$ cat src/rtl/ap_prod_acc.sv
// Saturating dot-product accumulator for the signed multiplier's product stream.
// A group closes after LEN products or on in_last. Its result is held until out_rdy is seen.
module ap_prod_acc #(
  parameter int PW    = 16,
  parameter int ACC_W = 24,
  parameter int LEN   = 8,
  parameter int CW    = $clog2(LEN+1)
) (
  input  logic             clk,
  input  logic             rst,
  input  logic             clr,
  input  logic             in_vld,
  output logic             in_rdy,
  input  logic [PW-1:0]    prod,
  input  logic             in_last,
  output logic             out_vld,
  input  logic             out_rdy,
  output logic [ACC_W-1:0] acc_out,
  output logic [CW-1:0]    out_cnt,
  output logic             sat
);

  typedef enum logic {ACC, HOLD} state_t;

  localparam logic [CW-1:0] LAST = CW'(LEN-1);
  localparam logic [CW-1:0] ONE  = CW'(1);

  state_t           state, state_n;
  logic [ACC_W-1:0] acc, clamped;
  logic [ACC_W:0]   sum;
  logic [CW-1:0]    cnt;
  logic             sat_r, sat_now, hi, lo, accept, close;

  // One guard bit is enough: a single add can overflow ACC_W by at most one bit.
  assign sum     = {acc[ACC_W-1], acc} + {{(ACC_W+1-PW){prod[PW-1]}}, prod};
  assign hi      = ~sum[ACC_W] &  sum[ACC_W-1];
  assign lo      =  sum[ACC_W] & ~sum[ACC_W-1];
  assign sat_now = hi | lo;
  assign clamped = hi ? {1'b0, {(ACC_W-1){1'b1}}} :
                   lo ? {1'b1, {(ACC_W-1){1'b0}}} : sum[ACC_W-1:0];

  assign accept = in_vld & in_rdy;
  assign close  = (cnt == LAST) | in_last;

  always_comb begin
    state_n = state;
    in_rdy  = 1'b0;
    out_vld = 1'b0;
    case (state)
      ACC: begin
        in_rdy = ~clr & ~rst;
        if (accept && close) state_n = HOLD;
      end
      HOLD: begin
        out_vld = 1'b1;
        if (out_rdy) state_n = ACC;
      end
      default: state_n = ACC;
    endcase
  end

  always_ff @(posedge clk or posedge rst) begin
    if (rst) begin
      state   <= ACC;
      acc     <= '0;
      cnt     <= '0;
      sat_r   <= 1'b0;
      acc_out <= '0;
      out_cnt <= '0;
      sat     <= 1'b0;
    end else if (clr) begin
      // Flush wins over both a pending product and a result handshake.
      state <= ACC;
      acc   <= '0;
      cnt   <= '0;
      sat_r <= 1'b0;
    end else begin
      state <= state_n;
      if (accept) begin
        if (close) begin
          acc_out <= clamped;
          out_cnt <= cnt + ONE;
          sat     <= sat_r | sat_now;
          acc     <= '0;
          cnt     <= '0;
          sat_r   <= 1'b0;
        end else begin
          acc   <= clamped;
          cnt   <= cnt + ONE;
          sat_r <= sat_r | sat_now;
        end
      end
    end
  end

endmodule

$ cat config.mk
export PLATFORM = sky130hd
export DESIGN_NAME = ap_prod_acc
export DESIGN_NICKNAME = d
export VERILOG_FILES = /design/src/rtl/ap_prod_acc.sv
export SDC_FILE = /design/constraint.sdc
export NUM_CORES = 1
export LEC_CHECK = 0
export ABC_AREA = 1
export BUFFER_PORTS_ARGS = -buffer_cell sky130_fd_sc_hd__buf_2
export CAP_MARGIN = 20
export CORE_MARGIN = 2
export CORE_UTILIZATION = 57
export CTS_CLUSTER_SIZE = 24
export DETAILED_ROUTE_END_ITERATION = 7
export HOLD_SLACK_MARGIN = 0.06
export PLACE_DENSITY = 0.82
export SYNTH_ARGS = -nofsm -noshare
export SYNTH_HDL_FRONTEND = slang
export SYNTH_SLANG_ARGS = --single-unit
$ cat constraint.sdc
create_clock -name clk -period 3.74 [get_ports clk]
set_input_delay 0 -clock clk [delete_from_list [all_inputs] [get_ports clk]]
set_output_delay 0 -clock clk [all_outputs]
set_load 0.005 [all_outputs]
==> results of run 1 <==
-- per-stage QoR --
step	worst slack [ns]	instance area, um^2	total power [mW]	util [%]
final	0.308	4860	2.01	67.4
after detailed placement	0.529	4590	1.32	63.6
after floorplan	0.949	4240	1.11	-
after global placement	0.735	4590	1.30	63.6
after CTS	0.410	4860	2.00	67.4
after global routing	0.0820	4860	2.11	67.4
-- synthesized netlist by cell type (2+ instances only) --
master / n
a21oi_1: 17
a21oi_2: 2
a22o_1: 4
buf_2: 10
clkbuf_1: 2
clkinv_1: 3
dfrtp_1: 59
ha_1: 27
inv_1: 89
inv_2: 2
nand2_1: 310
nand2_2: 4
nand3_1: 27
nand3b_1: 5
nand4_1: 7
nor2_1: 30
nor2_2: 6
nor3_1: 3
o21ai_0: 16
o21ai_1: 15
o21ai_2: 2
xor2_1: 2
-- worst max-delay path by stage --
stage,endpoint,slack (ns),depth (start not counted)
after floorplan,acc[0],0.95,19
after global placement,acc[3],0.74,21
after detailed placement,acc[3],0.53,21
after CTS,acc[3],0.41,21
after global routing,acc[3],0.08,21
final,acc[3],0.31,21
-- per-layer routing --
layer  part of all wire (%)  up-vias  global-route usage [%]
met4                    2.1        0                    8.85
met3                    6.9       22                    5.62
met1                     46     2080                    44.8
li1                       -     2146                       -
met5                      0        -                       0
met2                     45      177                    48.5
-- registers in the layout, indices dropped and copies added, names as in the netlist --
register  flops
acc_out      24
sat           1
out_cnt       4
sat_r         1
state         1
acc          24
cnt           4
-- cells by family after synthesis --
logic type,after synthesis,synth area share [%]
xor gates and xnor gates,2,0.414
DFF,59,34.9
buffers and inverters,106,9.69
adders and majority gates,28,8.45
AOI/OAI and AO/OA,60,8.18
and+or+nand+nor,398,38.4
-- critical path, cell delays in order, from the launching register on --
cell	delay, ns
dfrtp_1	0.35
ha_1	0.19
inv_1	0.07
fa_1	0.35
inv_1	0.12
nand2_1	0.11
o21ai_2	0.20
nand2_1	0.10
nand2_2	0.09
nand2_1	0.07
nand2_1	0.08
nand2_1	0.07
nand2_1	0.09
nand2_1	0.09
nand2_1	0.10
inv_1	0.05
ha_1	0.29
clkinv_1	0.07
buf_4	0.23
o21ai_0	0.14
o21ai_0	0.30
a22o_1	0.20
-- final cells by class --
type | instances | area, um^2 | area share [%]
Clock buffer | 9 | 124 | 2.55
Inverter | 94 | 353 | 7.25
Clock inverter | 7 | 98.8 | 2.03
Timing Repair Buffer | 61 | 340 | 7.00
Multi-Input combinational cell | 488 | 2350 | 48.3
Sequential cell | 59 | 1480 | 30.3
Tap cell | 99 | 124 | 2.55
-- report_power, final --
group | total, mW | switching (mW) | internal, mW
clock network | 0.687 | 0.307 | 0.380
logic | 0.540 | 0.340 | 0.200
registers | 0.781 | 0.0552 | 0.726
==> qor.yml, run 1 <==
timing:
  fin_crit_sh_pct: 91.8
  rsz0062_at_grt: "no"
  tightestPinTransition_ns: 0.853
  whs_ns: 0.0840
  min_period_ns: 3.43
  fin_skew_ns: 0.0142
  hold_viol_final: 0
  setup_violations: 0
  relSlewSlack_pct: 43.1
  max_freq_ghz: 0.291
  finalMaxSlewViolations: 0
  setup_tns_ns: 0
synthesis:
  synthTopCellsByArea: "dfrtp_1 35%, nand2_1 27%, ha_1 8.0%, inv_1 7.9%, nand3_1 3.2%"
  yosysTopAreaCell: "dfrtp_1"
  synth_ff_type: "dfrtp_1"
  synth-seq-cells: 59
  syn_area_mm2: 0.00424
  synth.avg_cell_area_um2: 6.49
  synth_warnings: 0
  yosys.area.top_type_share_pct: 34.9
  synth_edf_count: 0
  synth_cell_types: 33
  synthArstFlopShare_pct: 100
  synth_cells: 653
  syn-num-nets: 703
  ys_seq_area_share_pct: 34.9
cells_and_area:
  diodes: 0
  final_cell_mix: "310 x nand2_1, 88 x inv_1, 59 x dfrtp_1, 52 x buf_2, 30 x nor2_1"
  mostFrequentLayoutCell: "nand2_1"
  final_cells: 817
  synthToLayoutAreaGrowth_pct: 14.9
  fill_cells: 697
  nets: 763
  final_layout_size_suffix_gt1_share_pct: 13.0
pwr:
  vdd_drop_max_mv: 0.331
  leakage_nw: 2.92
  powerDensity_mw_per_mm2: 413
global_routing:
  grt_usage_pct: 31.2
  grt_first_pass_wirelength_um: 20200
  grt_pass1_vias: 4112
  overflow: 0
  antenna_found_initial: 0
  grt_max_degree: 38
clocking:
  cts.repair.resized: 0
  cts_tree: "done"
  ctsHoldBuffers: 5
  cts_setup_buffers: 0
  cts_buffer_depth: 2
  clock_sinks: 59
  worstSkewPairLatency_ns: 0.35
  path_clk_slew_ns: 0.08
  htree_levels: 3
  cts_made_buffers: 9
  cts-root-buf: "clkbuf_8"
floorplan:
  die_area_mm2: 0.00814
  core.rowCount: 31
  start_util_pct: 58.7
  dieHeight_um: 90.2
  io_pins: 53
  coreArea_mm2: 0.00721
  die_x_um: 90.2
worst_setup_path:
  r2r_slack_ns: 0.31
  cp.required_ns: 4.02
  path_class: "reg2reg"
  cp-start-kind: "flip-flop"
  worstReg2RegEnd: "acc[3]"
  worstRegToRegCells: 21
  crit-reg2reg-launch: "acc[0]"
  crit_start: "acc[0]"
  crit_fanout: 18
  crit_arrival_ns: 3.72
  end_kind: "flip-flop"
detailed_routing:
  drc_errors: 0
  viasPerCell: 5.42
  routed_wl_um: 12300
  vias: 4425
  drt-pass1-iter-count: 5
  drtIter0Drc: 275
  drtAntennaViolNets: 0
  avgRoutedWirePerCell_um: 15.1
worst_hold_path:
  hold_class: "in2reg"
  holdPathStages: 4
  hold_start: "prod[0]"
  hold_path_end: "acc_out[0]"
flow_run:
  cap_violations: 0
placed_design:
  gp_congestion: 0.982
  placed_cells: 796
  hpwl_um: 9090
  numPortBuffers: 52
status:
  status: "finished clean"
(Power assumes the default switching activity.)
==> inputs of run 2 (changes only) <==
--- a/config.mk
+++ b/config.mk
@@ -5,7 +5,6 @@
 export SDC_FILE = /design/constraint.sdc
 export NUM_CORES = 1
 export LEC_CHECK = 0
-export ABC_AREA = 1
 export BUFFER_PORTS_ARGS = -buffer_cell sky130_fd_sc_hd__buf_2
 export CAP_MARGIN = 20
 export CORE_MARGIN = 2
@@ -13,7 +12,7 @@
 export CTS_CLUSTER_SIZE = 24
 export DETAILED_ROUTE_END_ITERATION = 7
 export HOLD_SLACK_MARGIN = 0.06
-export PLACE_DENSITY = 0.82
+export PLACE_DENSITY = 0.83
 export SYNTH_ARGS = -nofsm -noshare
 export SYNTH_HDL_FRONTEND = slang
 export SYNTH_SLANG_ARGS = --single-unit
==> run 2 against run 1 <==
  * Clock skew fell by 0.0090 ns
  * Combinational power shrank 7.0%
  * Area after synthesis is 15% lower
  * Sequential share of layout area rose by 4.2 points
  * Non-clock buffer count increased by 10
  * Register-to-register slack worse by 0.17 ns
  * Global-route usage shrank 3.1 points
  * Die area shrank 14%
  * Worst setup slack worse by 0.17 ns
  * Largest power group unchanged
==> qor.yml, run 2 <==
floorplan:
  core.rowCount: 28  # -9.7%
  io_pins: 53  # unchanged
  start_util_pct: 59.7  # +0.99 points
  dieHeight_um: 83.4  # -7.5%
  die_area_mm2: 0.00696  # -14%
  die_x_um: 83.4  # -7.5%
  coreArea_mm2: 0.00603  # -16%
clocking:
  cts_tree: "done"
  cts_buffer_depth: 2  # unchanged
  path_clk_slew_ns: 0.07  # about the same
  clock_sinks: 59  # unchanged
  cts_made_buffers: 9  # unchanged
  htree_levels: 3  # unchanged
  cts-root-buf: "clkbuf_8"
  worstSkewPairLatency_ns: 0.35  # about the same
cells_and_area:
  final_cell_mix: "59 x dfrtp_1, 52 x buf_2, 50 x nand2_1, 39 x o21ai_0, 26 x ha_1"
  final_area_mm2: 0.00427  # -12%
  register_area_mm2: 0.00148  # unchanged
  synthToLayoutAreaGrowth_pct: 18.8
  top_regs: "acc x24, acc_out x24"
  diodes: 0  # unchanged
  final_layout_size_suffix_gt1_share_pct: 22.1  # +9.1 points
  utilization_pct: 70.9  # +3.5 points
  multi_input_area_mm2: 0.00201  # -14%
  fill_cells: 451  # -35%
  mostFrequentLayoutCell: "dfrtp_1"
  nets: 498  # -35%
detailed_routing:
  drtAntennaViolNets: 0  # unchanged
  routed_wl_um: 9380  # -24%
  drtIter0Drc: 220  # -20%
  drc_errors: 0  # unchanged
  vias: 3280  # -26%
  avgRoutedWirePerCell_um: 17.8  # +18%
  viasPerCell: 6.21  # +15%
  drt-pass1-iter-count: 5  # unchanged
synthesis:
  synth.avg_cell_area_um2: 9.34  # +44%
  synth_cells: 385  # -41%
  yosys.area.top_type_share_pct: 41.0  # +6.2 points
  synthArstFlopShare_pct: 100  # unchanged
  syn-num-nets: 435  # -38%
  ys_seq_area_share_pct: 41.0  # +6.2 points
  synth_warnings: 0  # unchanged
  synth-seq-cells: 59  # unchanged
  syn_area_mm2: 0.00360  # -15%
  yosysTopAreaCell: "dfrtp_1"
  synth_ff_type: "dfrtp_1"
  post-synth-top-count-cell: "dfrtp_1"
  synthTopCellsByArea: "dfrtp_1 41%, ha_1 9.4%, a221o_1 6.1%, o21ai_0 5.4%, nand2_1 5.2%"
  synthTopCellsByCount: "59 x dfrtp_1, 50 x nand2_1, 39 x o21ai_0, 27 x a21oi_1, 27 x ha_1"
  synth_edf_count: 0  # unchanged
  synth_cell_types: 51  # +55%
global_routing:
  antenna_found_initial: 0  # unchanged
  grt_first_pass_wirelength_um: 15700  # -22%
  grt_usage_pct: 28.1  # -3.1 points
  grt_pass1_vias: 3292  # -20%
  overflow: 0  # unchanged
  grt_max_degree: 55  # +45%
worst_setup_path:
  cp-start-kind: "flip-flop"
  cp_num_cells: 14  # -33%
  r2r_slack_ns: 0.13  # -0.17 ns
  crit_arrival_ns: 3.83  # +0.11 ns
  worstReg2RegEnd: "acc_out[19]"
  cpPeakStageDelay_ns: 0.46  # +0.11 ns
  path_buf_inv: 1  # -4
  path_class: "reg2reg"
  cp.required_ns: 3.97  # -0.05 ns
  cpMaxStageDelayCell: "or3b_2"
  crit_fanout: 10  # -8
  worstRegToRegCells: 14  # -33%
  crit-reg2reg-launch: "acc[16]"
  end_kind: "flip-flop"
  crit_chain: "ha_1 -> a21o_1 -> o21bai_1 -> a2111o_1 -> a221o_1 -> a31o_1 -> a21oi_1 -> o21bai_1 -> xnor2_1 -> ha_1 -> buf_6 -> or3_1 -> o22ai_1 -> or3b_2"
  path_delay_family: "compound AO/OA/AOI/OAI gates"
timing:
  max_freq_ghz: 0.277  # -4.8%
  fin_crit_sh_pct: 96.4  # +4.7 points
  finalMaxSlewViolations: 0  # unchanged
  fin_skew_ns: 0.00518  # -0.00901 ns
  tightestPinTransition_ns: 0.781  # -0.0717 ns
  setup_violations: 0  # unchanged
  min_period_ns: 3.61  # +0.174 ns
  hold_viol_final: 0  # unchanged
  relSlewSlack_pct: 47.9  # +4.8 points
  rsz0062_at_grt: "no"
placed_design:
  gp_congestion: 1.00  # +2.3%
  hpwl_um: 6620  # -27%
  numPortBuffers: 52  # unchanged
  dpl-instance-area_mm2: 0.00399  # -13%
pwr:
  powerDensity_mw_per_mm2: 459  # +11%
  leakage_nw: 2.18  # -25%
  vdd_drop_max_mv: 0.395  # +19%
worst_hold_path:
  hold_path_end: "cnt[3]"
  holdPathStages: 4  # unchanged
  hold_start: "clr"
  hold_class: "in2reg"
flow_run:
  cap_violations: 0  # unchanged
status:
  status: "finished clean"
==> run 2: cell types whose count changed after synthesis, sizes merged, moves of 9 or more <==
cell / before / now
nand2: 314 / 50
xnor2: 0 / 14
a221o: 0 / 22
inv: 91 / 14
a21oi: 19 / 28
clkbuf: 2 / 16
nor2: 37 / 25
nand3: 28 / 5
==> run 2: worst max path at each step <==
stage               slack (ns)     endpoint     from
finish                    0.13  acc_out[19]  acc[16]
CTS                       0.12  acc_out[19]   acc[0]
detailed placement       -0.04      acc[22]   acc[0]
floorplan                 0.21      acc[10]  acc[16]
global route              0.01  acc_out[19]  acc[16]
global placement          0.13      acc[22]   acc[0]
==> run 2: logic make-up after synthesis <==
| kind of cell | synth area share (%) |
|---|---|
| fa+ha+maj | 9.95 |
| flops | 41.0 |
| xor+xnor | 5.60 |
| simple gates | 13.7 |
| mux | 0.278 |
| buf+inv | 3.86 |
| compound gates | 25.6 |
==> run 2: per-layer routing <==
| metal | up-vias | GRT usage (%) | routed length, um |
|---|---|---|---|
| met3 | 34 | 7.55 | 683 |
| li1 | 1539 | - | - |
| met4 | 0 | 12.2 | 354 |
| met2 | 153 | 44.4 | 4330 |
| met1 | 1554 | 36.4 | 4010 |
| met5 | - | 0 | 0 |
==> run 2: tightest hold or removal path: stages <==
cell and delay, ns:
buf_2 0.10, a21oi_2 0.13, nand2_1 0.09, o21ai_0 0.06
==> run 2: cell type report <==
| cell class | instances | area share [%] |
|---|---|---|
| Clock inverter | 5 | 1.76 |
| Inverter | 14 | 1.23 |
| Clock buffer | 11 | 3.54 |
| Multi-Input combinational cell | 293 | 47.0 |
| Sequential cell | 59 | 34.6 |
| Tap cell | 75 | 2.20 |
| Timing Repair Buffer | 71 | 9.69 |
==> run 2: what timing repair did <==
action | CTS | global route
setup buffers | 0 | 0
hold buffers | 3 | 0
gates resized for setup | 1 | 7
endpoints found under the hold margin | 60 | 0
cloned | 0 | 0
endpoints found under the setup margin | 12 | 18
pin swaps | 0 | 1
==> run 2: through the flow <==
| step | setup TNS (ns) | hold WS, ns | cells | total power [mW] | setup slack, ns |
|---|---|---|---|---|---|
| 6_report | 0 | 0.0849 | 528 | 1.96 | 0.134 |
| 5_1_grt | 0 | 0.115 | 528 | 2.05 | 0.0126 |
| 4_1_cts | 0 | 0.0796 | 528 | 1.95 | 0.123 |
| 3_5_place_dp | -0.237 | -0.0972 | 509 | 1.28 | -0.0391 |
| 3_3_place_gp | 0 | -0.104 | 509 | 1.26 | 0.133 |
| 2_1_floorplan | 0 | 0.0538 | 385 | 1.09 | 0.205 |
==> run 2: power by group <==
group	internal (mW)	switching (mW)
Combinational	0.225	0.277
Sequential	0.731	0.0504
Clock	0.408	0.268
Total	1.36	0.595
==> inputs of run 3 (changes only) <==
--- a/config.mk
+++ b/config.mk
@@ -12,7 +12,7 @@
 export CTS_CLUSTER_SIZE = 24
 export DETAILED_ROUTE_END_ITERATION = 7
 export HOLD_SLACK_MARGIN = 0.06
-export PLACE_DENSITY = 0.83
+export PLACE_DENSITY = 0.82
 export SYNTH_ARGS = -nofsm -noshare
 export SYNTH_HDL_FRONTEND = slang
 export SYNTH_SLANG_ARGS = --single-unit
==> run 3 against run 2 <==
  * Via count fell by 0.55%
  * Worst hold slack improved by 0.019 ns
  * Global-route usage fell by 0.99 points
  * First-iteration DRC count fell by 18%
  * Cell count rose by 0.38%
  * Count of clock-buffer cells in the layout fell by 2
  * Worst setup slack improved by 0.019 ns
  * Flip-flop and latch count did not move
  * Clock skew rose by 0.0015 ns
==> qor.yml, run 3 (synthesized netlist as in run 2, its figures left out) <==
worst_setup_path:
  crit_start: "acc[16]"
  cpMaxStageDelayCell: "or3b_2"
  path_class: "reg2reg"
  cp.required_ns: 3.95  # -0.02 ns
  crit_fanout: 6  # -4
  crit-reg2reg-launch: "acc[16]"
  crit_chain: "ha_4 -> a21o_1 -> o21bai_1 -> a2111o_1 -> a221o_1 -> a31o_1 -> a21oi_2 -> o21bai_2 -> xnor2_1 -> ha_2 -> buf_8 -> or3_1 -> o22ai_1 -> or3b_2"
  end_kind: "flip-flop"
  path_buf_inv: 1  # unchanged
  crit_arrival_ns: 3.80  # -0.03 ns
  cp-start-kind: "flip-flop"
  cpPeakStageDelay_ns: 0.46  # about the same
  path_delay_family: "compound AO/OA/AOI/OAI gates"
cells_and_area:
  mostFrequentLayoutCell: "dfrtp_1"
  final_cell_mix: "59 x dfrtp_1, 52 x buf_2, 50 x nand2_1, 39 x o21ai_0, 25 x ha_1"
  final_layout_size_suffix_gt1_share_pct: 22.9  # +0.78 points
  fill_cells: 467  # +3.5%
  nets: 501  # +0.60%
  final_cells: 530  # +0.38%
  top_regs: "acc x24, acc_out x24"
  diodes: 0  # unchanged
  synthToLayoutAreaGrowth_pct: 19.0
timing:
  fin_crit_sh_pct: 95.9  # -0.51 points
  min_period_ns: 3.59  # -0.0191 ns
  tightestPinTransition_ns: 0.743  # -0.0384 ns
  whs_ns: 0.104  # +0.0194 ns
  setup_violations: 0  # unchanged
  hold_viol_final: 0  # unchanged
  finalMaxSlewViolations: 0  # unchanged
  max_freq_ghz: 0.279  # +0.53%
  fin_skew_ns: 0.00666  # +0.00148 ns
  setup_tns_ns: 0  # unchanged
  relSlewSlack_pct: 50.5  # +2.6 points
global_routing:
  antenna_found_initial: 0  # unchanged
  grt_max_degree: 41  # -25%
  grt_usage_pct: 27.1  # -0.99 points
  grt_first_pass_wirelength_um: 15100  # -3.4%
  overflow: 0  # unchanged
  grt_pass1_vias: 3229  # -1.9%
pwr:
  leakage_nw: 2.18  # about the same
  vdd_drop_max_mv: 0.266  # -33%
  powerDensity_mw_per_mm2: 431  # -6.0%
clocking:
  cts_tree: "done"
  cts_buffer_depth: 2  # unchanged
  worstSkewPairLatency_ns: 0.34  # about the same
  clock_sinks: 59  # unchanged
  cts-root-buf: "clkbuf_8"
  htree_levels: 3  # unchanged
  cts_made_buffers: 9  # unchanged
  path_clk_slew_ns: 0.07  # about the same
detailed_routing:
  avgRoutedWirePerCell_um: 17.4  # -2.1%
  drc_errors: 0  # unchanged
  routed_wl_um: 9220  # -1.7%
  drtIter0Drc: 180  # -18%
  vias: 3262  # -0.55%
  viasPerCell: 6.15  # -0.92%
  drt-pass1-iter-count: 5  # unchanged
  drtAntennaViolNets: 0  # unchanged
floorplan:
  coreArea_mm2: 0.00603  # unchanged
  start_util_pct: 59.7  # unchanged
  die_area_mm2: 0.00696  # unchanged
  die_x_um: 83.4  # unchanged
  dieHeight_um: 83.4  # unchanged
  io_pins: 53  # unchanged
  core.rowCount: 28  # unchanged
flow_run:
  cap_violations: 0  # unchanged
placed_design:
  numPortBuffers: 52  # unchanged
  hpwl_um: 6500  # -1.8%
  gp_congestion: 0.985  # -1.9%
  placed_cells: 509  # unchanged
worst_hold_path:
  hold_class: "in2reg"
  hold_start: "prod[0]"
status:
  status: "finished clean"
-- run 3: final timing paths --
kind / slack (ns) / cells past startpoint / end
worst min register to register: 0.47 / 2 / acc_out[1]
worst max register to register: 0.15 / 14 / acc_out[19]
worst max-delay path: 0.15 / 14 / acc_out[19]
worst min-delay path: 0.10 / 4 / acc_out[0]
max in group asynchronous: 2.60 / 4 / acc[14]
min in group asynchronous: 0.30 / 3 / out_cnt[1]
-- run 3: power breakdown --
| part | switching (mW) | internal, mW | total, mW |
|---|---|---|---|
| logic | 0.271 | 0.233 | 0.504 |
| registers | 0.0526 | 0.732 | 0.784 |
| clock network | 0.258 | 0.299 | 0.557 |
| total | 0.582 | 1.26 | 1.84 |
-- run 3: area by class of cell --
| type | instances | area (um^2) | share of cell area, % |
|---|---|---|---|
| Inverter | 14 | 52.6 | 1.23 |
| Multi-Input combinational cell | 293 | 2020 | 47.3 |
| Clock inverter | 6 | 57.6 | 1.34 |
| Tap cell | 75 | 93.8 | 2.19 |
| Clock buffer | 9 | 124 | 2.89 |
| Timing Repair Buffer | 74 | 453 | 10.6 |
| Sequential cell | 59 | 1480 | 34.5 |
-- run 3: repair_timing --
action,4_1_cts,5_1_grt
pin swaps,0,2
hold endpoints to repair,25,0
hold buffers,3,0
buffers inserted,0,3
gates resized for setup,1,9
setup endpoints to repair,12,35
-- run 3: worst register-to-register path, delay by kind of cell, from the launching register on --
family | cells | cell delay (ns)
compound gates | 8 | 1.67
simple gates | 2 | 0.60
flops | 1 | 0.42
xor+xnor | 1 | 0.19
buf+inv | 1 | 0.13
fa+ha+maj | 2 | 0.47
-- run 3: metrics by stage --
stage                     worst slack [ns]  area (um^2)  power [mW]  utilization [%]
after floorplan                      0.205         3600        1.09                -
after detailed placement          -0.00145         3990        1.27             66.2
final                                0.153         4280        1.84             71.1
after global placement               0.137         3990        1.26             66.2
after CTS                           0.0277         4200        1.83             69.7
after global routing               -0.0186         4280        1.93             71.1
-- run 3: routing by layer --
metal	GRT usage, %	routed length, um	vias to the layer above
li1	-	-	1541
met4	10.3	149	0
met5	0	0	-
met1	34.8	3930	1593
met2	45.8	4550	111
met3	4.67	584	17
